**src/rtl/serial_adder.sv**
```systemverilog
// rtl/serial_adder.sv - multi-cycle adder summing DIGIT bits per clock with start/busy/done handshake
module serial_adder #(
    parameter int WIDTH = 16,
    parameter int DIGIT = 4
) (
    input  logic             i_clk,
    input  logic             i_rst,
    input  logic             i_start,
    input  logic [WIDTH-1:0] i_a,
    input  logic [WIDTH-1:0] i_b,
    input  logic             i_cin,
    output logic             o_busy,
    output logic             o_done,
    output logic [WIDTH-1:0] o_s,
    output logic             o_cout,
    output logic             o_ovf
);

    localparam int N  = WIDTH / DIGIT;
    localparam int CW = (N > 1) ? $clog2(N) : 1;
    localparam int IW = (WIDTH > 1) ? $clog2(WIDTH) : 1;

    typedef enum logic [1:0] {
        ST_IDLE,
        ST_RUN,
        ST_FIN
    } state_t;

    state_t           r_state;
    state_t           w_state_next;

    logic [WIDTH-1:0] r_a;
    logic [WIDTH-1:0] r_b;
    logic             r_carry;
    logic [CW-1:0]    r_count;
    logic [WIDTH-1:0] r_s;
    logic             r_cout;
    logic             r_ovf;

    logic             w_accept;
    logic             w_step;
    logic             w_last;
    logic [IW-1:0]    w_base;
    logic [DIGIT-1:0] w_a_slice;
    logic [DIGIT-1:0] w_b_slice;
    logic [DIGIT-1:0] w_sum_slice;
    logic             w_carry_out;

    // Slice index: count*DIGIT never exceeds WIDTH-DIGIT, so IW bits always suffice.
    assign w_base    = IW'(r_count) * IW'(DIGIT);
    assign w_last    = (r_count == CW'(N - 1));
    assign w_a_slice = r_a[w_base +: DIGIT];
    assign w_b_slice = r_b[w_base +: DIGIT];
    assign {w_carry_out, w_sum_slice} = {1'b0, w_a_slice} + {1'b0, w_b_slice}
                                        + (DIGIT + 1)'(r_carry);

    assign o_s    = r_s;
    assign o_cout = r_cout;
    assign o_ovf  = r_ovf;

    // State register; reset aborts any add in flight.
    always_ff @(posedge i_clk or posedge i_rst) begin
        if (i_rst) begin
            r_state <= ST_IDLE;
        end else begin
            r_state <= w_state_next;
        end
    end

    // Next-state and handshake decode; FIN accepts START like IDLE for gapless back-to-back adds.
    always_comb begin
        w_state_next = r_state;
        w_accept     = 1'b0;
        w_step       = 1'b0;
        o_busy       = 1'b0;
        o_done       = 1'b0;
        case (r_state)
            ST_IDLE: begin
                if (i_start) begin
                    w_accept     = 1'b1;
                    w_state_next = ST_RUN;
                end
            end
            ST_RUN: begin
                o_busy = 1'b1;
                w_step = 1'b1;
                if (w_last) begin
                    w_state_next = ST_FIN;
                end
            end
            ST_FIN: begin
                o_done = 1'b1;
                if (i_start) begin
                    w_accept     = 1'b1;
                    w_state_next = ST_RUN;
                end else begin
                    w_state_next = ST_IDLE;
                end
            end
            default: begin
                w_state_next = ST_IDLE;
            end
        endcase
    end

    // Operand capture and slice-by-slice accumulation; flags latch on the final slice.
    always_ff @(posedge i_clk or posedge i_rst) begin
        if (i_rst) begin
            r_a     <= '0;
            r_b     <= '0;
            r_carry <= 1'b0;
            r_count <= '0;
            r_s     <= '0;
            r_cout  <= 1'b0;
            r_ovf   <= 1'b0;
        end else if (w_accept) begin
            r_a     <= i_a;
            r_b     <= i_b;
            r_carry <= i_cin;
            r_count <= '0;
        end else if (w_step) begin
            r_s[w_base +: DIGIT] <= w_sum_slice;
            r_carry              <= w_carry_out;
            r_count              <= r_count + 1'b1;
            if (w_last) begin
                r_cout <= w_carry_out;
                // a^b^s at the MSB recovers the carry into the MSB.
                r_ovf  <= r_a[WIDTH-1] ^ r_b[WIDTH-1] ^ w_sum_slice[DIGIT-1] ^ w_carry_out;
            end
        end
    end

endmodule

```
**config.mk**
```make
export PLATFORM = sky130hd
export DESIGN_NAME = serial_adder
export DESIGN_NICKNAME = d
export VERILOG_FILES = /design/src/rtl/serial_adder.sv
export SDC_FILE = /design/constraint.sdc
export NUM_CORES = 1
export LEC_CHECK = 0
export ABC_AREA = 1
export CAP_MARGIN = 5
export CORE_MARGIN = 2
export CORE_UTILIZATION = 45
export CTS_BUF_LIST = sky130_fd_sc_hd__clkbuf_2
export DETAILED_ROUTE_END_ITERATION = 8
export DONT_BUFFER_PORTS = 1
export GPL_ROUTABILITY_DRIVEN = 0
export HOLD_SLACK_MARGIN = 0.06
export PLACE_DENSITY = 0.65
export SYNTH_ARGS = -nofsm -noshare
export SYNTH_HDL_FRONTEND = slang
export SYNTH_SLANG_ARGS = --single-unit
```
**constraint.sdc**
```tcl
create_clock -name i_clk -period 2.34 [get_ports i_clk]
set_input_delay 0.585 -clock i_clk [delete_from_list [all_inputs] [get_ports i_clk]]
set_output_delay 0.585 -clock i_clk [all_outputs]
set_load 0.01 [all_outputs]
```
# Yosys cells after proc, flatten, opt, wreduce, memory -nomap -nowiden
# Index checks and enable logic that the tools add are counted.
# op_classes
n_mux	13
bitwise_logic	4
n_shift	4
add_sub_neg	4
n_reduce_logical	6
n_eq_ne	5
# ops
op	n
indexed part select 16 x 5 -> 4 bit	2
bitwise mux 16 bit	1
variable shift 4 x 6 -> 16 bit, first input constant	1
indexed part select 4 x 6 -> 16 bit	1
2-to-1 mux 2 bit	4
2-to-1 mux 1 bit	7
negation 4 -> 6 bit	1
case mux 2 bit (3 select lines)	1
adder 4 x 4 -> 5 bit	1
adder 5 x 1 -> 5 bit	1
equality test 2 bit, second input constant	2
inequality test 2 bit, second input constant	2
AND reduction 2 bit	2
AND reduction 3 bit	1
XOR 1 bit	3
adder 2 x 1 -> 2 bit, second input constant	1
equality test 2 x 1 -> 1 bit, second input constant	1
zero test 2 bit	1
nonzero test 2 bit	1
OR reduction 2 bit	1
NOT 1 bit	1
# totals
reg_bits	55

# Logic depth before layout (Yosys ltp)
# logic_depth
ltp_word	5
ltp_mapped	13

# Least setup slack after synthesis
# Ideal clock, no wire load.
# synth_path
path_type	flip-flop to flip-flop
from	register r_count[1]
to	register r_ovf, in the netlist o_ovf
path_slack_ns	0.026
stages_incl_launch_ff	12
n_path_buf	0
period_less_slack_ns	2.314
required_time_ns	2.223
t_arrival_ns	2.197
cell_sequence	dfrtp_1 -> clkinv_1 -> o21ai_0 -> o22ai_1 -> fa_1 -> fa_1 -> nand3_1 -> nand3_1 -> nand2_1 -> nand2_1 -> nand3_1 -> nand2_1
# synth_between
elab_chain_cells	5
word_cells_on_any_way	8
# synth_rtl
element	line_no	source
from (decl)	35	logic [CW-1:0] r_count;
from (signal assigned)	124	r_count <= r_count + 1'b1;
indexed part select 16 x 5 -> 4 bit, on equally long branches	52, 53	
adder 4 x 4 -> 5 bit	54	assign {w_carry_out, w_sum_slice} = {1'b0, w_a_slice} + {1'b0, w_b_slice}
adder 5 x 1 -> 5 bit	55	+ (DIGIT + 1)'(r_carry);
XOR 1 bit (2 in a row)	128	r_ovf <= r_a[WIDTH-1] ^ r_b[WIDTH-1] ^ w_sum_slice[DIGIT-1] ^ w_carry_out;
to (signal assigned)	128	
to (decl)	38	logic r_ovf;
# Several ways; a longest one is shown, not always the timed one.
# A chain may end at the register's enable or synchronous reset.

# Worst setup path in the final report
# Ends and elaborated chain as after synthesis.

==> results.py <==
metrics = {
    "layout": {
        "drive_gt1_frac": 0.1349,
        "layout.area.seq_mm2": 0.001379,
        "antenna_cells": 0,
        "final_util": 0.4985,
        "multi_input_area_mm2": 0.001201,
        "fillers": 579,
        "area_growth_pct": 7.965,
        "stdcell_area_mm2": 0.002934,
        "nNetsFinal": 387,
    },
    "placement": {
        "numPortBuffers": 0,
        "post_dp_cell_area_mm2": 0.002858,
        "hpwlAfterDp_um": 4301,
    },
    "global_routing": {
        "antenna_found_initial": 0,
        "grt-ovfl-total": 0,
        "grt_pass1_wl_um": 9563,
        "first_global_vias": 2046,
        "grt_max_degree": 37,
        "grt.total_usage": 0.1902,
    },
    "die": {
        "ios": 56,
        "rows": 28,
        "die_x_um": 81.71,
        "die-area_mm2": 0.006677,
        "core_mm2": 0.005886,
        "start_util": 0.4617,
        "die_h_um": 81.71,
    },
    "logic_synthesis": {
        "synth_cell_types": 27,
        "synth-seq-cells": 55,
        "synth_top_cells_by_count": "nand2_1, dfrtp_1, o21ai_0, nor2_1, o21ai_1",
        "synth_seq_area_share": 0.5064,
        "yosys.cell_count.top_type": "nand2_1",
        "synth_area_leaders": "dfrtp_1, nand2_1, ha_1",
        "synthesis.nets": 376,
        "synthCells": 329,
        "yosys.area.top_type": "dfrtp_1",
        "async_flop_share": 1.000,
        "yosysWarnings": 0,
        "syn_area_per_cell_um2": 8.260,
        "synth_edf_count": 0,
        "yosysTopAreaCellShare": 0.5064,
        "synth_area_mm2": 0.002718,
        "synthFlopType": "dfrtp_1",
    },
    "sta": {
        "maxSlewHeadroom": 0.6287,
        "finalCritPeriodShare": 0.9366,
        "worst_pin_slew_ns": 0.5562,
        "final_max_slew_viol_count": 0,
        "setup_viol": 0,
        "fmax_mhz": 456.3,
        "timing.final.hold_violations": 0,
        "clock_skew_ns": 0.02992,
        "rsz0062_at_grt": "false",
        "fin_crit_ns": 2.192,
    },
    "drt": {
        "drt_iter0_drc": 91,
        "ant_nets": 0,
        "vias": 2133,
        "wl_um": 5849,
        "via_per_inst": 5.127,
        "avgRoutedWirePerCell_um": 14.06,
        "route.detailed.drc": 0,
        "first_pass_iters": 4,
    },
    "critical_path": {
        "r2r-start": "r_count[1]",
        "r2r_end": "o_ovf",
        "crit_path_end_kind": "register",
        "r2r_cells": 12,
        "startpoint_type": "register",
        "crit_end": "o_ovf",
        "path_buf_inv": 1,
        "crit_slowest_cell": "dfrtp_2",
        "path_max_fanout": 5,
        "required_ns": 2.74,
        "cp_cell_sequence": "buf_4, o21ai_0, o22ai_1, fa_2, fa_2, nand3_1, nand2_2, nand2_1, nand2_1, nand2_1, nand3_1, nand2_1",
        "max_stage_delay_ns": 0.51,
        "worst_ep_arrival_time_ns": 2.60,
        "cp_top_family": "adder cells",
        "r2r_slack_ns": 0.15,
        "critPathLaunch": "r_count[1]",
        "worst-path-stages": 12,
        "path_common_cell": "nand2_1",
        "crit_type": "register to register",
    },
    "pwr": {
        "power_density_mw_per_mm2": 1686,
        "leakagePower_nw": 1.504,
        "vdd_drop_max_uv": 698.5,
    },
    "run_status": {
        "outcome": "finished, final reports clean",
    },
    "clocking": {
        "insertion_delay_ns": 0.45,
        "cts_htree_levels": 2,
        "postCtsSetupRepairBufs": 0,
        "cts_made_buffers": 5,
        "cts_sinks": 55,
        "clockRootBuffer": "clkbuf_2",
        "clockBufferDepth": 2,
        "clkTransAtPathRegs_ns": 0.28,
        "cts_tree": "built",
    },
    "job": {
        "max_cap_viol_count": 0,
    },
    "worst_hold_path": {
        "hold_path_class": "input port to register",
    },
}
-- final cells by class --
class,count,share of cell area
inverter,24,0.03156
tap,75,0.03198
clock inverter,3,0.005117
timing repair buffer,15,0.04350
multi-input combinational,239,0.4094
sequential,55,0.4699
clock buffer,5,0.008529
-- logic make-up after synthesis --
group	Yosys count	share of synthesized area
AO/OA/AOI/OAI	55	0.1096
XOR/XNOR	1	0.003223
adder cells (fa/ha/maj)	11	0.05617
buffers and inverters	35	0.06031
flip-flops	55	0.5064
AND/OR/NAND/NOR	172	0.2643
-- state kept, by name, indices dropped and copies added, names as in the netlist --
register  flops
r_carry       1
r_count       2
r_a          16
o_cout        1
r_b          16
o_s          16
r_state       2
o_ovf         1
-- metrics by stage --
stage / cells / hold WS, ns / TNS, ns / setup WS, ns / total power [mW]
finish: 416 / 0.2037 / 0 / 0.1484 / 4.947
global route: 416 / 0.1534 / 0 / 0.03312 / 5.447
CTS: 416 / 0.1818 / 0 / 0.05522 / 4.895
detailed placement: 407 / 0.4603 / -0.01720 / -0.01720 / 4.507
global placement: 407 / 0.4606 / 0 / 0.1059 / 4.447
floorplan: 329 / 0.4436 / 0 / 0.02600 / 3.698
-- power breakdown --
group	total [mW]	switching (mW)	internal, mW
Clock	0.363	0.294	0.0688
Combinational	2.91	1.80	1.11
Sequential	1.67	0.321	1.35
Total	4.95	2.42	2.53
-- cell usage in the layout, fill, tap and decap left out --
cell           count
dlygate4sd3_1      1
clkinv_2           3
nor3_2             1
nand3_1           14
xnor2_1            1
nand3_2            1
nor2_2             1
dfrtp_1           53
o31ai_1            3
buf_4             13
ha_1               8
clkinv_1           2
buf_12             1
nor2_4             1
inv_2              5
nor2_1            20
fa_2               2
inv_4              1
inv_1             16
o22ai_2            2
a21oi_2            2
ha_2               1
o21ai_1           20
nand2_1          129
nand2_2            3
a21oi_1            1
o21ai_0           20
nor2_8             1
o22ai_1            7
nand4_2            1
clkbuf_2           5
dfrtp_2            2
-- worst min-delay path by stage --
stage | from | endpoint | slack (ns) | cells past startpoint
4_1_cts | i_a[8] | r_a[8] | 0.18 | 2
6_report | i_a[7] | r_a[7] | 0.20 | 2
2_1_floorplan | r_a[10] | r_a[10] | 0.44 | 2
5_1_grt | i_a[0] | r_a[0] | 0.15 | 2
3_5_place_dp | r_b[6] | r_b[6] | 0.46 | 2
3_3_place_gp | r_b[6] | r_b[6] | 0.46 | 2
-- repair_timing --
item / in CTS / in global routing
endpoints found under the hold margin: 24 / 0
endpoints found under the setup margin: 2 / 11
hold buffers: 1 / 0
gates resized for setup: 2 / 8
-- per-layer routing --
| metal | GRT usage | up-vias | part of all wire |
|---|---|---|---|
| li1 | - | 1069 | - |
| met1 | 0.2343 | 994 | 0.45 |
| met2 | 0.3213 | 60 | 0.48 |
| met3 | 0.04945 | 10 | 0.057 |
| met4 | 0.07167 | 0 | 0.020 |
| met5 | 0 | - | 0 |
(Power assumes the default switching activity.)
